[src/rtl/mod3_link_pkg.sv]
// Shared definitions for the mod-3 ones-count serial link: state encodings,
// residue constants and the check-bit mapping used by transmitter and checker.
package mod3_link_pkg;

    typedef enum logic [1:0] {
        S_IDLE = 2'd0,
        S_DATA = 2'd1,
        S_CHK0 = 2'd2,
        S_CHK1 = 2'd3
    } state_t;

    localparam logic [1:0] R0 = 2'd0;
    localparam logic [1:0] R1 = 2'd1;
    localparam logic [1:0] R2 = 2'd2;

    // Two trailing bits that bring the frame's ones count up to a multiple of 3;
    // bit [1] is sent first.
    function automatic logic [1:0] chk_bits(input logic [1:0] r);
        chk_bits = {(r != R0), (r == R1)};
    endfunction

endpackage

[src/rtl/mod3_frame_tx_if.sv]
// Word-source / serial-line bundle for the mod-3 frame transmitter.
interface mod3_frame_tx_if #(
    parameter int DATA_W = 8
);
    logic              load;
    logic [DATA_W-1:0] data_in;
    logic              ready;
    logic              ser_out;
    logic              ser_valid;
    logic              frame_last;

    modport master (
        output load, data_in,
        input  ready, ser_out, ser_valid, frame_last
    );

    modport slave (
        input  load, data_in,
        output ready, ser_out, ser_valid, frame_last
    );
endinterface

[src/rtl/mod3_acc.sv]
// Running count of 1s modulo 3 over a qualified bit stream; clr has priority over en.
module mod3_acc
    import mod3_link_pkg::*;
(
    input  logic       clk,
    input  logic       reset,
    input  logic       clr,
    input  logic       en,
    input  logic       bit_in,
    output logic [1:0] residue
);

    logic [1:0] residue_q;
    logic [1:0] residue_d;

    always_comb begin
        residue_d = residue_q;
        if (clr) begin
            residue_d = R0;
        end else if (en && bit_in) begin
            case (residue_q)
                R0:      residue_d = R1;
                R1:      residue_d = R2;
                default: residue_d = R0;
            endcase
        end
    end

    always_ff @(posedge clk or posedge reset) begin
        if (reset) begin
            residue_q <= R0;
        end else begin
            residue_q <= residue_d;
        end
    end

    assign residue = residue_q;

endmodule

[src/rtl/mod3_frame_tx.sv]
// Serialises a DATA_W-bit word MSB first and appends two check bits so every
// frame carries a multiple of three 1s.
module mod3_frame_tx
    import mod3_link_pkg::*;
#(
    parameter int DATA_W = 8
)(
    input  logic clk,
    input  logic reset,
    mod3_frame_tx_if.slave bus
);

    localparam int CNT_W = $clog2(DATA_W);
    localparam logic [CNT_W-1:0] LAST_BIT = CNT_W'(DATA_W - 1);

    state_t            state_q,  state_d;
    logic [DATA_W-1:0] shreg_q,  shreg_d;
    logic [CNT_W-1:0]  bit_cnt_q, bit_cnt_d;

    logic       accept;
    logic [1:0] residue;
    logic [1:0] chk;
    logic       ready, ser_out, ser_valid, frame_last;

    // Only data bits feed the residue; it is cleared as a word is accepted.
    mod3_acc u_acc (
        .clk    (clk),
        .reset  (reset),
        .clr    (accept),
        .en     (state_q == S_DATA),
        .bit_in (shreg_q[DATA_W-1]),
        .residue(residue)
    );

    assign chk = chk_bits(residue);

    always_comb begin
        state_d    = state_q;
        shreg_d    = shreg_q;
        bit_cnt_d  = bit_cnt_q;
        accept     = 1'b0;
        ready      = 1'b0;
        ser_out    = 1'b0;
        ser_valid  = 1'b0;
        frame_last = 1'b0;
        case (state_q)
            S_IDLE: begin
                ready = 1'b1;
                if (bus.load) begin
                    accept    = 1'b1;
                    shreg_d   = bus.data_in;
                    bit_cnt_d = '0;
                    state_d   = S_DATA;
                end
            end
            S_DATA: begin
                ser_valid = 1'b1;
                ser_out   = shreg_q[DATA_W-1];
                shreg_d   = shreg_q << 1;
                bit_cnt_d = bit_cnt_q + 1'b1;
                if (bit_cnt_q == LAST_BIT) begin
                    state_d = S_CHK0;
                end
            end
            S_CHK0: begin
                ser_valid = 1'b1;
                ser_out   = chk[1];
                state_d   = S_CHK1;
            end
            S_CHK1: begin
                ser_valid  = 1'b1;
                ser_out    = chk[0];
                frame_last = 1'b1;
                state_d    = S_IDLE;
            end
            default: begin
                ready   = 1'b1;
                state_d = S_IDLE;
            end
        endcase
    end

    always_ff @(posedge clk or posedge reset) begin
        if (reset) begin
            state_q   <= S_IDLE;
            shreg_q   <= '0;
            bit_cnt_q <= '0;
        end else begin
            state_q   <= state_d;
            shreg_q   <= shreg_d;
            bit_cnt_q <= bit_cnt_d;
        end
    end

    assign bus.ready      = ready;
    assign bus.ser_out    = ser_out;
    assign bus.ser_valid  = ser_valid;
    assign bus.frame_last = frame_last;

endmodule

[src/flat_wrapper.sv]
// flat-port wrapper written by rule: the top's interface ports become plain ports
module mod3_frame_tx_flat import mod3_link_pkg::*;
#(
    parameter int DATA_W = 8
)
  (clk, reset, bus_load, bus_data_in, bus_ready, bus_ser_out, bus_ser_valid, bus_frame_last);
  mod3_frame_tx_if #(.DATA_W(DATA_W)) bus_i ();
  input  logic clk;
  input  logic reset;
  input wire logic [$bits(bus_i.load)-1:0] bus_load;
  input wire logic [$bits(bus_i.data_in)-1:0] bus_data_in;
  output wire logic [$bits(bus_i.ready)-1:0] bus_ready;
  output wire logic [$bits(bus_i.ser_out)-1:0] bus_ser_out;
  output wire logic [$bits(bus_i.ser_valid)-1:0] bus_ser_valid;
  output wire logic [$bits(bus_i.frame_last)-1:0] bus_frame_last;
  assign bus_i.load = bus_load;
  assign bus_i.data_in = bus_data_in;
  assign bus_ready = bus_i.ready;
  assign bus_ser_out = bus_i.ser_out;
  assign bus_ser_valid = bus_i.ser_valid;
  assign bus_frame_last = bus_i.frame_last;
  mod3_frame_tx #(.DATA_W(DATA_W)) u_core (.clk(clk), .reset(reset), .bus(bus_i));
endmodule
[config.mk]
export PLATFORM = sky130hd
export DESIGN_NAME = mod3_frame_tx_flat
export DESIGN_NICKNAME = d
export VERILOG_FILES = /design/src/rtl/mod3_link_pkg.sv /design/src/rtl/mod3_frame_tx_if.sv /design/src/rtl/mod3_acc.sv /design/src/rtl/mod3_frame_tx.sv /design/src/flat_wrapper.sv
export SDC_FILE = /design/constraint.sdc
export NUM_CORES = 1
export LEC_CHECK = 0
export BUFFER_PORTS_ARGS = -buffer_cell sky130_fd_sc_hd__buf_2
export CORE_MARGIN = 5
export CORE_UTILIZATION = 40
export CTS_BUF_LIST = sky130_fd_sc_hd__clkbuf_2
export DETAILED_ROUTE_END_ITERATION = 8
export PLACE_DENSITY = 0.67
export SLEW_MARGIN = 0
export SYNTH_ARGS = -nofsm -noshare
export SYNTH_HDL_FRONTEND = slang
export SYNTH_SLANG_ARGS = --single-unit
[constraint.sdc]
create_clock -name clk -period 4.75 [get_ports clk]
set_input_delay 0.2375 -clock clk [delete_from_list [all_inputs] [get_ports clk]]
set_output_delay 0.2375 -clock clk [all_outputs]
set_load 0.03 [all_outputs]
==> key figures <==
Die
  – Row cnt: 17
  – Ports: 15
  – Die X: 58.0 um
  – Total die area: 0.00337 mm^2
  – Core footprint: 0.00221 mm^2
  – Overall die height: 58.0 um
  – Initial Util: 0.417

Place
  – Buffers added on ports: 14
  – Gpl congestion: 0.753
  – Setup WS pre-CTS: 2800 ps
  – Dpl hpwl: 1270 um

Setup path
  – CP Class: register to output port
  – Largest stage delay on the critical path: 600 ps
  – Max FO, Critical Path: 20
  – R2R cell count: 5
  – RR Endpoint: u_core.shreg_q[6]$_DFFE_PP0P_
  – R2R setup slack: 2740 ps
  – Critical R2R Launch: u_core.state_q[1]$_DFFE_PP0P_
  – Crit path max-delay cell type: ha_1
  – Worst Setup End Kind: output port
  – WP data arrival: 2050 ps
  – Required @ worst endpoint: 4510 ps
  – CP cell instances: inv_1 -> ha_1 -> nand2_1 -> a21oi_1 -> buf_2
  – Critical path launch point type: register

Logic synthesis
  – Adder-cell area share of the yosys netlist: 0.0950
  – Post-synth top flop: dfrtp_1
  – Post-Synth XOR/XNOR Area: 0
  – FF+latch count, synth: 15
  – YS warnings: 0
  – Synth area leader: dfrtp_1
  – Post-synthesis cell area: 922 um^2
  – Unique masters post-synth: 31
  – Cells after Synth: 89
  – Synth area leaders: dfrtp_1, ha_1, a221oi_2
  – Post-Synth Simple-Gate Area: 0.152
  – Syn_nets: ~110
  – Share of the synthesized area in the top cell type: 0.407
  – Compound-gate portion of the synthesized area: 0.198
  – Sequential cell area fraction in the yosys report: 0.407
  – Mux cell area share after synthesis: 0.0760
  – Syn Area/Cell: 10.4 um^2
  – Largest family of logic cells by synthesized area: compound AO/OA/AOI/OAI gates
  – Asr flop ratio synth: 1.00
  – Post-synth EDFFs: 0

Hold path
  – Min-delay src: bus_data_in[7]
  – Hold Path Class: input port to register
  – Worst Hold Endpoint: u_core.shreg_q[7]$_DFFE_PP0P_
  – WHS Path Cells: 3

Timing
  – Final WS setup: 2460 ps
  – RSZ-0062 raised after global routing: false
  – Fin. max-slew vios: 0
  – Tmin final: around 2300 ps
  – Final Skew: 21.4 ps
  – Fmax: about 440 MHz
  – Final Hold Fails: 0
  – Final-report setup violation count: 0
  – Max-slew headroom: 0.556
  – Fin crit share: 0.481
  – Total Neg Setup Slack: 0 ps
  – Worst slew pin tran: between 600 and 700 ps

Power
  – Int Power: between 300 and 400 uW
  – Total Power: 700 uW
  – Sw frac: 0.449
  – Combinational share of power: 0.577
  – Peak supply drop: 312 uV
  – Clock network power share: 0.093
  – Sw power: roughly 310 uW
  – Pwr dens: 683 mW/mm^2
  – Leakage dissipation: 0.000496 uW
  – Sequential power share: 0.329

Drt
  – WL final: 1730 um
  – DR vias/cell: 5.24
  – DR WL/cell: 13.2 um
  – 1st-iter DRT viols: 8
  – DRC Markers: 0
  – Antenna violation net count after detailed routing: 0
  – Drt pass-1 iters: 4
  – Via Count: 686

Finish
  – FF+latch area: roughly 380 um^2
  – Layout cells sized above 1: 0.233
  – Nets: 122
  – Multi-input logic area: a little under 500 um^2
  – # fillers: about 230
  – Area grow syn2layout: 11.1%
  – Number of inserted diodes: 0

CTS
  – Total setup buffers inserted after CTS: 0
  – Longest Clk Path Bufs: 2
  – Clock buffer count from CTS: 3
  – Post-CTS sizing: 0
  – CTS tree: done
  – CTS sink cnt: 15
  – Worst-path clk slew: about 170 ps
  – Clk Latency, worst-skew pair: around 300 ps
  – CTS root buf: clkbuf_2
  – # H-tree levels: 1

Global route
  – Initial antenna violation count: 0
  – Vias in the first global route: 675
  – GRT Total Usage: 0.117
  – GRT overflow: 0
  – Largest net degree at the start of global routing: 21
  – First-pass GRT wire length: between 3000 and 4000 um

Flow run
  – Max Cap Viol: 0

Outcome
  – Outcome: complete, no violations
==> layout by cell type, fill, tap and decap left out, drive strengths merged, types with 2 or more instances in the layout <==
cell	n
a221oi	3
a22o	2
mux2	5
inv	9
or3b	3
nor2b	4
o22ai	4
nor2	3
o21ai	5
buf	14
nor3	3
a21oi	7
ha	7
clkbuf	4
nand2	4
dfrtp	15
==> sequential cells by signal (all words and copies together) (netlist names) <==
signal	count
u_core.state_q	2
u_core.shreg_q	8
u_core.bit_cnt_q	3
u_core.u_acc.residue	2
==> power groups by stage <==
stage | clock, uW | sequential (uW) | combinational (uW)
after global placement | 0 | 230 | 390
after detailed placement | 0 | 233 | 406
after CTS | 66.2 | 231 | 408
after floorplan | 0 | 221 | 350
after global routing | 73.2 | 239 | 448
final | 65.3 | 231 | 404
==> synth_stat cells (all sizes together), types with 3 or more instances <==
cell and count:
a21oi 7, a221oi 3, buf 4, dfrtp 15, ha 7, inv 9, mux2 5, nand2 4
nor2 3, nor2b 4, nor3 3, o21ai 5, o22ai 4, or3b 3
==> worst max-delay path by stage <==
stage,cells after the start,slack [ps],end,startpoint
2_1_floorplan,4,2950,bus_ser_out,u_core.state_q[0]$_DFFE_PP0P_
3_3_place_gp,5,2870,u_core.bit_cnt_q[0]$_DFFE_PP0P_,u_core.state_q[1]$_DFFE_PP0P_
3_5_place_dp,5,2800,u_core.bit_cnt_q[0]$_DFFE_PP0P_,u_core.state_q[1]$_DFFE_PP0P_
4_1_cts,5,2480,bus_ser_out,u_core.state_q[1]$_DFFE_PP0P_
5_1_grt,5,2310,bus_ser_out,u_core.state_q[1]$_DFFE_PP0P_
6_report,5,2460,bus_ser_out,u_core.state_q[1]$_DFFE_PP0P_
==> kinds of logic after synthesis <==
family / count (synthesis)
buffers and inverters: 14
muxes: 6
DFF: 15
adders and majority gates: 7
and+or+nand+nor: 22
AOI/OAI and AO/OA: 25
==> routing by layer <==
metal | vias up | track usage | wire, um
met2 | 19 | 0.173 | 794
met3 | 2 | 0.0468 | 107
li1 | 346 | - | -
met4 | 0 | 0.0298 | 12
met5 | - | 0 | 0
met1 | 319 | 0.158 | 817
==> worst max-delay path: cells and delay by family (launching register included) <==
family	cells	cell delay, ps
adders and majority gates	1	600
AOI/OAI and AO/OA	1	160
buffers and inverters	2	330
and+or+nand+nor	1	220
DFF	1	450
==> metrics by stage <==
step                      area, um^2  hold WS, ps  instances  utilization
after floorplan                  922          139         89            -
after global placement           995          333        126        0.450
after detailed placement         995          338        126        0.450
after CTS                       1020          279        131        0.463
after global routing            1020          272        131        0.463
final                           1020          286        131        0.463
==> cell type report <==
class                           count  share of cell area
Inverter                            9              0.0330
Sequential cell                    15               0.366
Clock buffer                        4              0.0195
Multi-Input combinational cell     60               0.469
Timing Repair Buffer               15              0.0781
Tap cell                           28              0.0342
==> what timing repair did <==
action,in CTS,in global routing
endpoints found under the setup margin,0,0
hold buffers,1,0
hold endpoints to repair,8,0
Power figures use the tool's default switching activity.
